## config.mk

```make
export PLATFORM = sky130hd
export DESIGN_NAME = cplx_div_sched
export DESIGN_NICKNAME = d
export VERILOG_FILES = /design/src/rtl/cplx_div_sched.sv
export SDC_FILE = /design/constraint.sdc
export NUM_CORES = 1
export LEC_CHECK = 0
export ABC_AREA = 1
export CAP_MARGIN = 10
export CORE_MARGIN = 3
export CORE_UTILIZATION = 35
export DETAILED_ROUTE_END_ITERATION = 10
export GPL_TIMING_DRIVEN = 1
export PLACE_DENSITY = 0.68
export RECOVER_POWER = 100
export SKIP_LAST_GASP = 1
export SLEW_MARGIN = 20
export SYNTH_ARGS = -nofsm -noshare
export SYNTH_HDL_FRONTEND = slang
export SYNTH_SLANG_ARGS = --single-unit
export TNS_END_PERCENT = 1
```

## constraint.sdc

```tcl
create_clock -name clock -period 3.4 [get_ports clock]
set_clock_uncertainty 0.1 [all_clocks]
set_input_delay 0.34 -clock clock [delete_from_list [all_inputs] [get_ports clock]]
set_output_delay 0.34 -clock clock [all_outputs]
set_load 0.03 [all_outputs]
```

## src/rtl/cplx_div_sched.sv

```systemverilog
// -----------------------------------------------------------------------------
// cplx_div_sched
//
// Purpose:
//   Time-shares one sequential signed multiplier (run/busy handshake) across the
//   six products of a complex division (a+jb)/(c+jd). It produces the numerator
//   real part (a*c + b*d), the numerator imaginary part (b*c - a*d) and the
//   denominator (c*c + d*d) for the downstream divider stage.
//
// Ports:
//   clock      in   1      master clock
//   reset      in   1      synchronous reset, active high
//   start      in   1      1-cycle pulse: latch a,b,c,d and begin (only when idle)
//   a,b,c,d    in   W      signed operands (dividend a+jb, divisor c+jd)
//   mult_run   out  1      1-cycle pulse to multiplier: start a product
//   mult_x     out  W      multiplier operand X (held while the product runs)
//   mult_y     out  W      multiplier operand Y
//   mult_busy  in   1      multiplier busy; product valid in the cycle it falls
//   mult_prod  in   2W     signed product from the multiplier output register
//   busy       out  1      high from the cycle after start until the done cycle
//   done       out  1      1-cycle pulse: nre/nim/den/div0 valid
//   nre        out  2W+1   a*c + b*d
//   nim        out  2W+1   b*c - a*d
//   den        out  2W+1   c*c + d*d
//   div0       out  1      c==0 && d==0 detected
//
// Optional feature (macro CPLX_DIV0_EN):
//   Defined: a start with c==0 && d==0 skips all products, goes straight to FIN
//   and reports zero results with div0=1.
//   Undefined: no check, div0 is tied to 0 and the full sequence always runs.
// -----------------------------------------------------------------------------
module cplx_div_sched #(
  parameter int W = 16
) (
  input  logic                clock,
  input  logic                reset,
  input  logic                start,
  input  logic signed [W-1:0] a,
  input  logic signed [W-1:0] b,
  input  logic signed [W-1:0] c,
  input  logic signed [W-1:0] d,
  output logic                mult_run,
  output logic signed [W-1:0] mult_x,
  output logic signed [W-1:0] mult_y,
  input  logic                mult_busy,
  input  logic signed [2*W-1:0] mult_prod,
  output logic                busy,
  output logic                done,
  output logic signed [2*W:0] nre,
  output logic signed [2*W:0] nim,
  output logic signed [2*W:0] den,
  output logic                div0
);

  typedef enum logic [2:0] {
    IDLE  = 3'd0,
    ISSUE = 3'd1,
    WAITB = 3'd2,
    WAITD = 3'd3,
    FIN   = 3'd4
  } state_t;

  localparam logic [2:0] LAST_K = 3'd5;

  state_t state_reg, state_next;
  logic [2:0] k_reg, k_next;

  logic signed [W-1:0] op_a_reg, op_b_reg, op_c_reg, op_d_reg;
  logic signed [W-1:0] op_a_next, op_b_next, op_c_next, op_d_next;

  logic signed [2*W:0] acc_re_reg, acc_im_reg, acc_den_reg;
  logic signed [2*W:0] acc_re_next, acc_im_next, acc_den_next;

  logic signed [2*W:0] prod_ext;
  logic signed [W-1:0] sel_x, sel_y;

  logic                mult_run_reg;
  logic signed [W-1:0] mult_x_reg, mult_y_reg;
  logic                busy_reg, done_reg;
  logic signed [2*W:0] nre_reg, nim_reg, den_reg;

  assign prod_ext = {mult_prod[2*W-1], mult_prod};

  // ---------------------------------------------------------------------------
  // Next-state / datapath logic
  // ---------------------------------------------------------------------------
  always_comb begin
    state_next   = state_reg;
    k_next       = k_reg;
    op_a_next    = op_a_reg;
    op_b_next    = op_b_reg;
    op_c_next    = op_c_reg;
    op_d_next    = op_d_reg;
    acc_re_next  = acc_re_reg;
    acc_im_next  = acc_im_reg;
    acc_den_next = acc_den_reg;

    case (state_reg)
      IDLE: begin
        if (start) begin
          op_a_next    = a;
          op_b_next    = b;
          op_c_next    = c;
          op_d_next    = d;
          k_next       = 3'd0;
          acc_re_next  = '0;
          acc_im_next  = '0;
          acc_den_next = '0;
          state_next   = ISSUE;
`ifdef CPLX_DIV0_EN
          // Zero divisor: skip the products and report zeros with div0.
          if ((c == '0) && (d == '0)) begin
            state_next = FIN;
          end
`endif
        end
      end

      ISSUE: begin
        state_next = WAITB;
      end

      WAITB: begin
        if (mult_busy) begin
          state_next = WAITD;
        end
      end

      WAITD: begin
        if (!mult_busy) begin
          // Product order: a*c(+re) b*d(+re) b*c(+im) a*d(-im) c*c(+den) d*d(+den)
          case (k_reg)
            3'd0, 3'd1: acc_re_next  = acc_re_reg + prod_ext;
            3'd2:       acc_im_next  = acc_im_reg + prod_ext;
            3'd3:       acc_im_next  = acc_im_reg - prod_ext;
            default:    acc_den_next = acc_den_reg + prod_ext;
          endcase
          if (k_reg == LAST_K) begin
            state_next = FIN;
          end else begin
            k_next     = k_reg + 3'd1;
            state_next = ISSUE;
          end
        end
      end

      FIN: begin
        state_next = IDLE;
      end

      default: begin
        state_next = IDLE;
      end
    endcase
  end

  // Operand pair for the product about to be issued. Uses the *next* operand
  // and index values so the pair is ready in the first ISSUE cycle.
  always_comb begin
    sel_x = op_d_next;
    sel_y = op_d_next;
    case (k_next)
      3'd0: begin sel_x = op_a_next; sel_y = op_c_next; end
      3'd1: begin sel_x = op_b_next; sel_y = op_d_next; end
      3'd2: begin sel_x = op_b_next; sel_y = op_c_next; end
      3'd3: begin sel_x = op_a_next; sel_y = op_d_next; end
      3'd4: begin sel_x = op_c_next; sel_y = op_c_next; end
      default: begin sel_x = op_d_next; sel_y = op_d_next; end
    endcase
  end

  // ---------------------------------------------------------------------------
  // State and registered outputs. Outputs are loaded from the next-state values
  // so they line up with the state they describe (mult_run during ISSUE, done
  // and results during FIN, busy whenever not IDLE).
  // ---------------------------------------------------------------------------
  always_ff @(posedge clock) begin
    if (reset) begin
      state_reg    <= IDLE;
      k_reg        <= '0;
      op_a_reg     <= '0;
      op_b_reg     <= '0;
      op_c_reg     <= '0;
      op_d_reg     <= '0;
      acc_re_reg   <= '0;
      acc_im_reg   <= '0;
      acc_den_reg  <= '0;
      mult_run_reg <= 1'b0;
      mult_x_reg   <= '0;
      mult_y_reg   <= '0;
      busy_reg     <= 1'b0;
      done_reg     <= 1'b0;
      nre_reg      <= '0;
      nim_reg      <= '0;
      den_reg      <= '0;
    end else begin
      state_reg    <= state_next;
      k_reg        <= k_next;
      op_a_reg     <= op_a_next;
      op_b_reg     <= op_b_next;
      op_c_reg     <= op_c_next;
      op_d_reg     <= op_d_next;
      acc_re_reg   <= acc_re_next;
      acc_im_reg   <= acc_im_next;
      acc_den_reg  <= acc_den_next;
      mult_run_reg <= (state_next == ISSUE);
      busy_reg     <= (state_next != IDLE);
      done_reg     <= (state_next == FIN);
      if (state_next == ISSUE) begin
        mult_x_reg <= sel_x;
        mult_y_reg <= sel_y;
      end
      if (state_next == FIN) begin
        nre_reg <= acc_re_next;
        nim_reg <= acc_im_next;
        den_reg <= acc_den_next;
      end
    end
  end

`ifdef CPLX_DIV0_EN
  logic div0_reg;

  // FIN entered directly from IDLE only happens on the zero-divisor shortcut.
  always_ff @(posedge clock) begin
    if (reset) begin
      div0_reg <= 1'b0;
    end else if (state_next == FIN) begin
      div0_reg <= (state_reg == IDLE);
    end
  end

  assign div0 = div0_reg;
`else
  assign div0 = 1'b0;
`endif

  assign mult_run = mult_run_reg;
  assign mult_x   = mult_x_reg;
  assign mult_y   = mult_y_reg;
  assign busy     = busy_reg;
  assign done     = done_reg;
  assign nre      = nre_reg;
  assign nim      = nim_reg;
  assign den      = den_reg;

endmodule

```

Word level (Yosys, flattened, before mapping)
Index checks and enable logic that the tools add are counted.

Bits in registers: 303. Output and inout bits: 135. Memories kept: 0. Bits in latches: 0. Bits in read-only memories: 0. RAM bits: 0. Bits of input ports: 100.

Bitwise logic cells: 0. $mul: 0. Muxes and demuxes: 31. Order comparisons: 0. Add/sub/neg operators: 5. Reductions and logical operators: 9. Equal/unequal tests: 13. Divide/modulo/power cells: 0. Shift operators: 0.

Operator list (count): $mux W33 (8); $pmux W33 S2 (4); $mux W16 (9); $add A33 B32 Y33 (3); $pmux W16 S3 (1); $sub A33 B32 Y33 (1); $mux W3 (7); $eq A3 B2 Y1 const B (6); $eq A3 B1 Y1 const B (4); $pmux W3 S4 (1); $eq A3 B3 Y1 const B (3); $logic_not A3 Y1 (3); $pmux W3 S2 (1); $reduce_or A2 Y1 (3); $reduce_or A4 Y1 (1); $add A3 B1 Y3 const B (1); $reduce_bool A3 Y1 (1); $reduce_or A3 Y1 (1).

Depth between registers and ports, before layout
Depth in word-level cells: 7. Depth in mapped cells: 25.

Least setup slack after synthesis
OpenSTA, ideal clock, no wires.

Path type: register to register. From: reg k_reg[0]. To: reg nim_reg[21], in the netlist nim[21]. Required time: 3.191 ns. Stages on the path, launching flop included: 22. Setup time: 0.109 ns. Slack: 0.145 ns. Buffers on the path: 2. Period minus slack after synthesis: 3.255 ns. Arrival time: 3.046 ns. Cell sequence: dfxtp_1 -> ha_1 -> ha_1 -> clkbuf_1 -> inv_1 -> clkbuf_1 -> a21oi_1 -> xor2_1 -> inv_1 -> ha_1 -> nand2_1 -> nand2_1 -> o21bai_1 -> nor2_1 -> nand2_1 -> nand2_1 -> nand2_1 -> or2_2 -> nand3_1 -> nand3_1 -> nand2_1 -> inv_1.

Longest elaborated chain between the ends: 5. Elaborated cells on any way between the ends: 10.

RTL lines: start: declaration (line 66) `logic [2:0] k_reg, k_next;`; start signal: assignment (line 198) `k_reg <= k_next;`; $eq A3 B3 Y1 (line 138) `if (k_reg == LAST_K) begin`; $mux W3 (line 138); $mux W3 (line 130) `if (!mult_busy) begin`; $pmux W3 S4 (line 98) `case (state_reg)`; $eq A3 B3 Y1 (line 213) `if (state_next == FIN) begin`; end signal: assignment (line 215) `nim_reg <= acc_im_next;`; end: declaration (line 80) `logic signed [2*W:0] nre_reg, nim_reg, den_reg;`.

Several ways; a longest one is shown, not always the timed one. A chain may end at the register's enable or synchronous reset.

Worst setup path after layout
From: in mult_prod[0]. To: reg nim_reg[32], in the netlist nim[32].

Longest elaborated chain between the ends: 4. Elaborated cells on any way between the ends: 5.

RTL lines: start: declaration (line 46) `input logic signed [2*W-1:0] mult_prod,`; $sub A33 B32 Y33 / $add A33 B32 Y33 (equally long branches) (line 135, 134); $pmux W33 S2 * (line 132) `case (k_reg)`; $mux W33 * (line 130); $pmux W33 S2 * (line 98).

Mark *: on every way between the ends. The rest lies on a longest branch, timed or not.

==> reports/qor.txt <==
Status - complete, but fails checks
Failing checks - max-capacitance violations, max-slew violations
WL/cell - 16.7 um
WL final - 75300 um
Startpoint types - primary input
CTS Buf Count - 37
Setup violations, final - 0
Dominant cell type by area after synthesis - dfxtp_1
CTS tree - done
First-pass GRT wire length - 115000 um
Die Height - 251 um
NetSw - 0.00292 W
Worst Tran Pin Value - 1.61 ns
Area Overhead vs Synth - 29.2%
Area of the multi-input gates - 0.0129 mm2
Sw frac - 29.6%
Gpl congestion - 0.944
Clock power share - 42.7%
I/O pin count - 235
Total Routing Usage GR - 23.1%
Top cell type's share of synthesized area - 28.9%
Seq pwr share - 38.2%
Met3 global-route usage - 3.94%
Worst slew margin - -7.48%
Vias in the first global route - 20500
Fin util - 45.8%
Synth Register Bits - 303
Fin crit share - 97.4%
Mapped Cells - 3347
Fmax - 302 MHz
Vias per cell - 4.91
Total number of vias - 22100
GR Overflow Total - 0
Initial core utilization - 35.5%
GR peak layer - met2
Post-layout min period - 3.31 ns
Min-Delay Path Class - in2reg
Synth warn - 0
CP arrival - 3.67 ns
# DRC - 0
Comb pwr share - 19.1%
CORE AREA - 0.0592 mm2
Clk sinks - 303
Met1 usage - 31.6%
Fin. Hold Viols - 0
Min-Delay Path Depth - 3
Synth area leaders - dfxtp_1, nand2_1, inv_1
Row cnt - 89
Worst Path Required - 3.76 ns
Worst R2R Path Depth - 22
Avg Synthesized Cell Area - 6.28 um2
Initial DRT Pass Iterations - 5
Clock slew at reported path FFs - 0.06 ns
H-tree level count - 2
Crit path kind - in2reg
Cell internal pwr - 0.00694 W
Total Nets Final - 3910
RSZ-0062 raised after global routing - yes
Maximum vdd drop - 0.482 mV
Netlist cell types - 51
Fill cells - 6220
Leak pwr - 13.9 nW
M2 GR Usage - 37.3%
Initial DRC Count - 1439
Max Cap Viol - 1
Layout cells sized above 1 - 13.0%
Root Driver - clkbuf_16
PD cells - 364 mW/mm2
Max-slew violations - 32
Largest net degree at the start of global routing - 153
Clock buffer depth - 3
Die area - 0.0630 mm2
Syn Nets - 3552
Die width - 251 um
DP HPWL - 57600 um
Worst-Skew Late Latency - 0.58 ns
Part of the Yosys area used for sequential elements - 28.9%
Synthesized area - 0.0210 mm2
Crit path max fanout - 4
CP endpoint kind - flop
Initial antenna violation count - 1
Post-Route Hold Slack - 0.308 ns
IO buf count - 233
Final ANT Viol Nets - 0
Sequential standard cell area - 0.00607 mm2
-- power by group through the flow --
| stage | Clock, W | Combinational, W | Sequential [W] |
|---|---|---|---|
| after floorplan | 0 | 0.00102 | 0.00395 |
| after CTS | 0.00432 | 0.00188 | 0.00377 |
| after detailed placement | 0 | 0.00187 | 0.00385 |
| after global placement | 0 | 0.00186 | 0.00385 |
| final | 0.00421 | 0.00189 | 0.00377 |
| after global routing | 0.00446 | 0.00208 | 0.00378 |
-- synthesized netlist by cell type, drive strengths merged --
master    n
nand2   889
inv     538
nor2    387
dfxtp   303
nand3   232
a21oi   192
o21ai   152
ha      102
o21a    101
clkbuf   77
or2      71
o211ai   49
buf      38
nand4    32
xnor2    29
nand3b   26
xor2     26
nor3     20
mux2i    16
o21bai   14
a21boi   13
a21o      9
a22oi     7
a31oi     6
and2      5
fa        3
nand2b    2
nor4      2
a32o      1
a32oi     1
clkinv    1
conb      1
o22ai     1
o41ai     1
-- cells in the final DEF (no fill, tap or decap), types with 19 or more instances in the layout --
master / Yosys / final
nor3_1: 20 / 19
nand3_1: 232 / 218
xnor2_1: 29 / 29
ha_1: 102 / 91
a21oi_1: 191 / 175
dlygate4sd3_1: 0 / 135
o21ai_0: 114 / 106
nor2_1: 377 / 351
nand2_1: 876 / 856
clkdlybuf4s50_1: 0 / 91
o21ai_1: 36 / 39
buf_4: 4 / 191
inv_1: 519 / 516
or2_2: 64 / 64
dfxtp_1: 303 / 303
clkbuf_16: 0 / 37
nand2_2: 8 / 28
xor2_1: 26 / 25
nand3b_1: 26 / 26
nor2_2: 4 / 23
o21a_1: 101 / 101
o211ai_1: 34 / 34
nand4_1: 32 / 32
-- worst max-delay path, stage by stage --
cell and delay [ns]:
clkdlybuf4s50_1 0.43, inv_2 0.09, nand4_1 0.17, buf_6 0.19, nor3_4 0.20, nand3_2 0.12
nor2_2 0.13, buf_6 0.12, buf_4 0.10, a21oi_1 0.06, xnor2_1 0.21, ha_1 0.33
a21oi_2 0.19, buf_4 0.13, nor2_2 0.03, nor2_1 0.08, nand2_1 0.10, a21oi_1 0.16
nand2_1 0.09, inv_1 0.06, nand2_1 0.05, nand3_1 0.08, nand3_1 0.07, nand2_1 0.10
inv_1 0.03
-- what timing repair did --
action / 4_1_cts / 5_1_grt
setup endpoints to repair: 33 / 51
endpoints found under the hold margin: 2 / 0
pin swaps: 1 / 34
buffers inserted: 0 / 8
hold buffers: 1 / 0
gates resized for setup: 14 / 128
cloned: 0 / 1
-- cell families (layout without fill, tap and decap cells) --
kind of cell	count (synthesis)	count (layout)	share of synthesized area [%]
AND/OR/NAND/NOR	1666	1666	33.7
adder cells (fa/ha/maj)	105	105	6.36
multiplexers	16	16	0.762
flip-flops	303	303	28.9
XOR/XNOR	55	55	2.29
other	1	2	0.0178
AO/OA/AOI/OAI	547	547	15.9
buffers and inverters	654	1038	12.1
-- area by class of cell --
class / instances / share of cell area [%]
diodes: 1 / 0.00922
clock buffers: 48 / 3.75
clock inverters: 17 / 0.996
inverters: 539 / 7.49
multi-input cells: 2390 / 47.5
flip-flops and latches: 303 / 22.4
well taps: 773 / 3.56
repair buffers: 434 / 14.4
-- metrics by stage --
stage,area (um2),power [W],std cells,setup WS [ns],TNS [ns]
finish,27100,0.00987,4505,0.0897,0
global route,27100,0.0103,4505,-0.0760,-0.803
CTS,26600,0.00998,4495,-0.0368,-0.197
detailed placement,25300,0.00572,4429,-0.870,-29.42
global placement,25300,0.00571,4429,-0.809,-28.30
floorplan,21000,0.00497,3347,0.145,0
-- routing by layer --
| layer | wire, um | share of wire [%] |
|---|---|---|
| met3 | 4910 | 6.5 |
| met4 | 2050 | 2.7 |
| met5 | 0 | 0 |
| met1 | 34900 | 46 |
| met2 | 33500 | 44 |
-- path summary, 6_finish.rpt --
path	to	slack, ns	startpoint
worst max register to register	nim[27]	0.15	k_reg[0]
worst min register to register	nim[1]	0.36	nim[1]
worst min-delay path	op_a_reg[1]	0.31	a[1]
worst max-delay path	nim[32]	0.09	mult_prod[0]
Note: power is estimated with default switching activity, not from simulation.
==> RTL edit (config.mk and constraints unchanged) <==
The 5 states of `state_t` get a one-hot encoding in 5 bits.
--- a/src/rtl/cplx_div_sched.sv
+++ b/src/rtl/cplx_div_sched.sv
@@ -54,8 +54,8 @@
 
-  typedef enum logic [2:0] {
-    IDLE  = 3'd0,
-    ISSUE = 3'd1,
-    WAITB = 3'd2,
-    WAITD = 3'd3,
-    FIN   = 3'd4
+  typedef enum logic [4:0] {
+    IDLE  = 5'b00001,
+    ISSUE = 5'b00010,
+    WAITB = 5'b00100,
+    WAITD = 5'b01000,
+    FIN   = 5'b10000
   } state_t;
Check against the original RTL: no difference found for any inputs over 4 cycles, from zero or initial values and one cycle with reset high; so few cycles prove little.
==> RTL edit against the original RTL <==
Synthesized area up 0.36%. Total power up 9.0%. First-iteration DRC count up 15%. Largest power group unchanged. Cell area up 1.5%. Sequential cell count up 2. Die area up 0.35%. Critical endpoint is now nim[20]. Routed wire length up 1.6%. Setup slack better by 0.0050 ns. Highest routed layer unchanged.
==> RTL edit: results (changes against the original RTL) <==
holdPathEnd: "acc_im_reg[2]"
drt-initial-drc-count: 1650  # +15%
critPathMaxStageDelay_ns: 0.33  # -0.10 ns
worst-path-max-fanout: 7  # +3
met3_length_um: 4733  # -3.6%
place_area_um2: 25740  # +1.9%
grt_max_degree: 136  # -11%
critPathSlowestCell: "dfxtp_1"
nets: 4102  # +4.9%
place.gp.congestion: 0.9676  # +2.5%
synthCells: 3510  # +4.9%
p_clk_w: 0.00414  # -2%
synth_xor_area_frac: 0.02035  # -0.002574
whs_path_depth: 2  # -1
grt_pass1_vias: 20577  # +0.54%
relSlewSlack: 0.09483  # +0.1697
grt_use_total: 0.2344  # +0.003647
seq_area_frac_synth: 0.2896  # +0.0008710
pg_comb_w: 0.00274  # +45%
synth-adder-area-share: 0.06338  # -0.0002264
reg2reg_to: "nim[20]"
outcome: "finished, final reports clean"
dp_cells: 4629  # +4.5%
vias: 22804  # +3.1%
synthTopCellsByCount: "938 x nand2_1, 600 x inv_1, 469 x nor2_1, 305 x dfxtp_1, 247 x nand3_1"
cp-startpoint: "k_reg[0]"
whs_ns: 0.1640  # -0.1435 ns
drive_gt1_frac: 0.1142  # -0.01609
wl_met2_um: 33590  # +0.36%
synth-compound-area-share: 0.1437  # -0.01546
synth_area_leaders: "dfxtp_1 29%, nand2_1 17%, inv_1 11%"
ir_worst_vdd_v: 0.0004507  # -6.6%
==> RTL edit: cell types whose count changed after synthesis, moves of 14 or more <==
cell      change
nand3b_1     -14
nand3_1      +15
o21a_1       -77
nand2_1      +62
nor2_1       +92
or2_2        -42
o211ai_2     -14
inv_1        +81
o21ai_0      +82
mux2i_1      -16
==> RTL edit: layout make-up <==
| class | count | area, µm² | area share |
|---|---|---|---|
| well taps | 773 | 967.2 | 0.03513 |
| inverters | 616 | 2320 | 0.08425 |
| multi-input cells | 2470 | 12680 | 0.4604 |
| repair buffers | 467 | 4189 | 0.1521 |
| clock inverters | 13 | 201.4 | 0.007316 |
| flip-flops and latches | 305 | 6106 | 0.2217 |
| diodes | 3 | 7.507 | 0.0002726 |
| clock buffers | 53 | 1066 | 0.03871 |
==> RTL edit: cell families (layout without fill, tap and decap cells) <==
family                   Yosys count  in the layout
buffers and inverters            735           1149
AO/OA/AOI/OAI                    539            539
flip-flops                       305            305
adder cells (fa/ha/maj)          105            105
XOR/XNOR                          49             49
AND/OR/NAND/NOR                 1776           1776
other                              1              4
==> RTL edit: what timing repair did <==
item                                    in CTS  in global routing
gates resized for setup                     13                109
hold buffers                                 0                  0
endpoints found under the setup margin      46                 50
pin swaps                                    3                 15
setup buffers                                1                  1
==> RTL edit: worst register-to-register path: stages, from the launching register on <==
cell	delay (ns)
dfxtp_1	0.33
ha_2	0.20
ha_4	0.19
buf_12	0.15
a31oi_2	0.16
buf_4	0.17
xor2_2	0.13
buf_4	0.14
inv_1	0.06
ha_4	0.28
inv_1	0.05
nand2_2	0.08
nand3_1	0.10
nand2_2	0.10
nand2_1	0.05
nand2_1	0.08
a21boi_0	0.11
buf_4	0.16
or2_2	0.26
nand3_1	0.09
nand3_1	0.07
nand2_1	0.07
inv_1	0.03
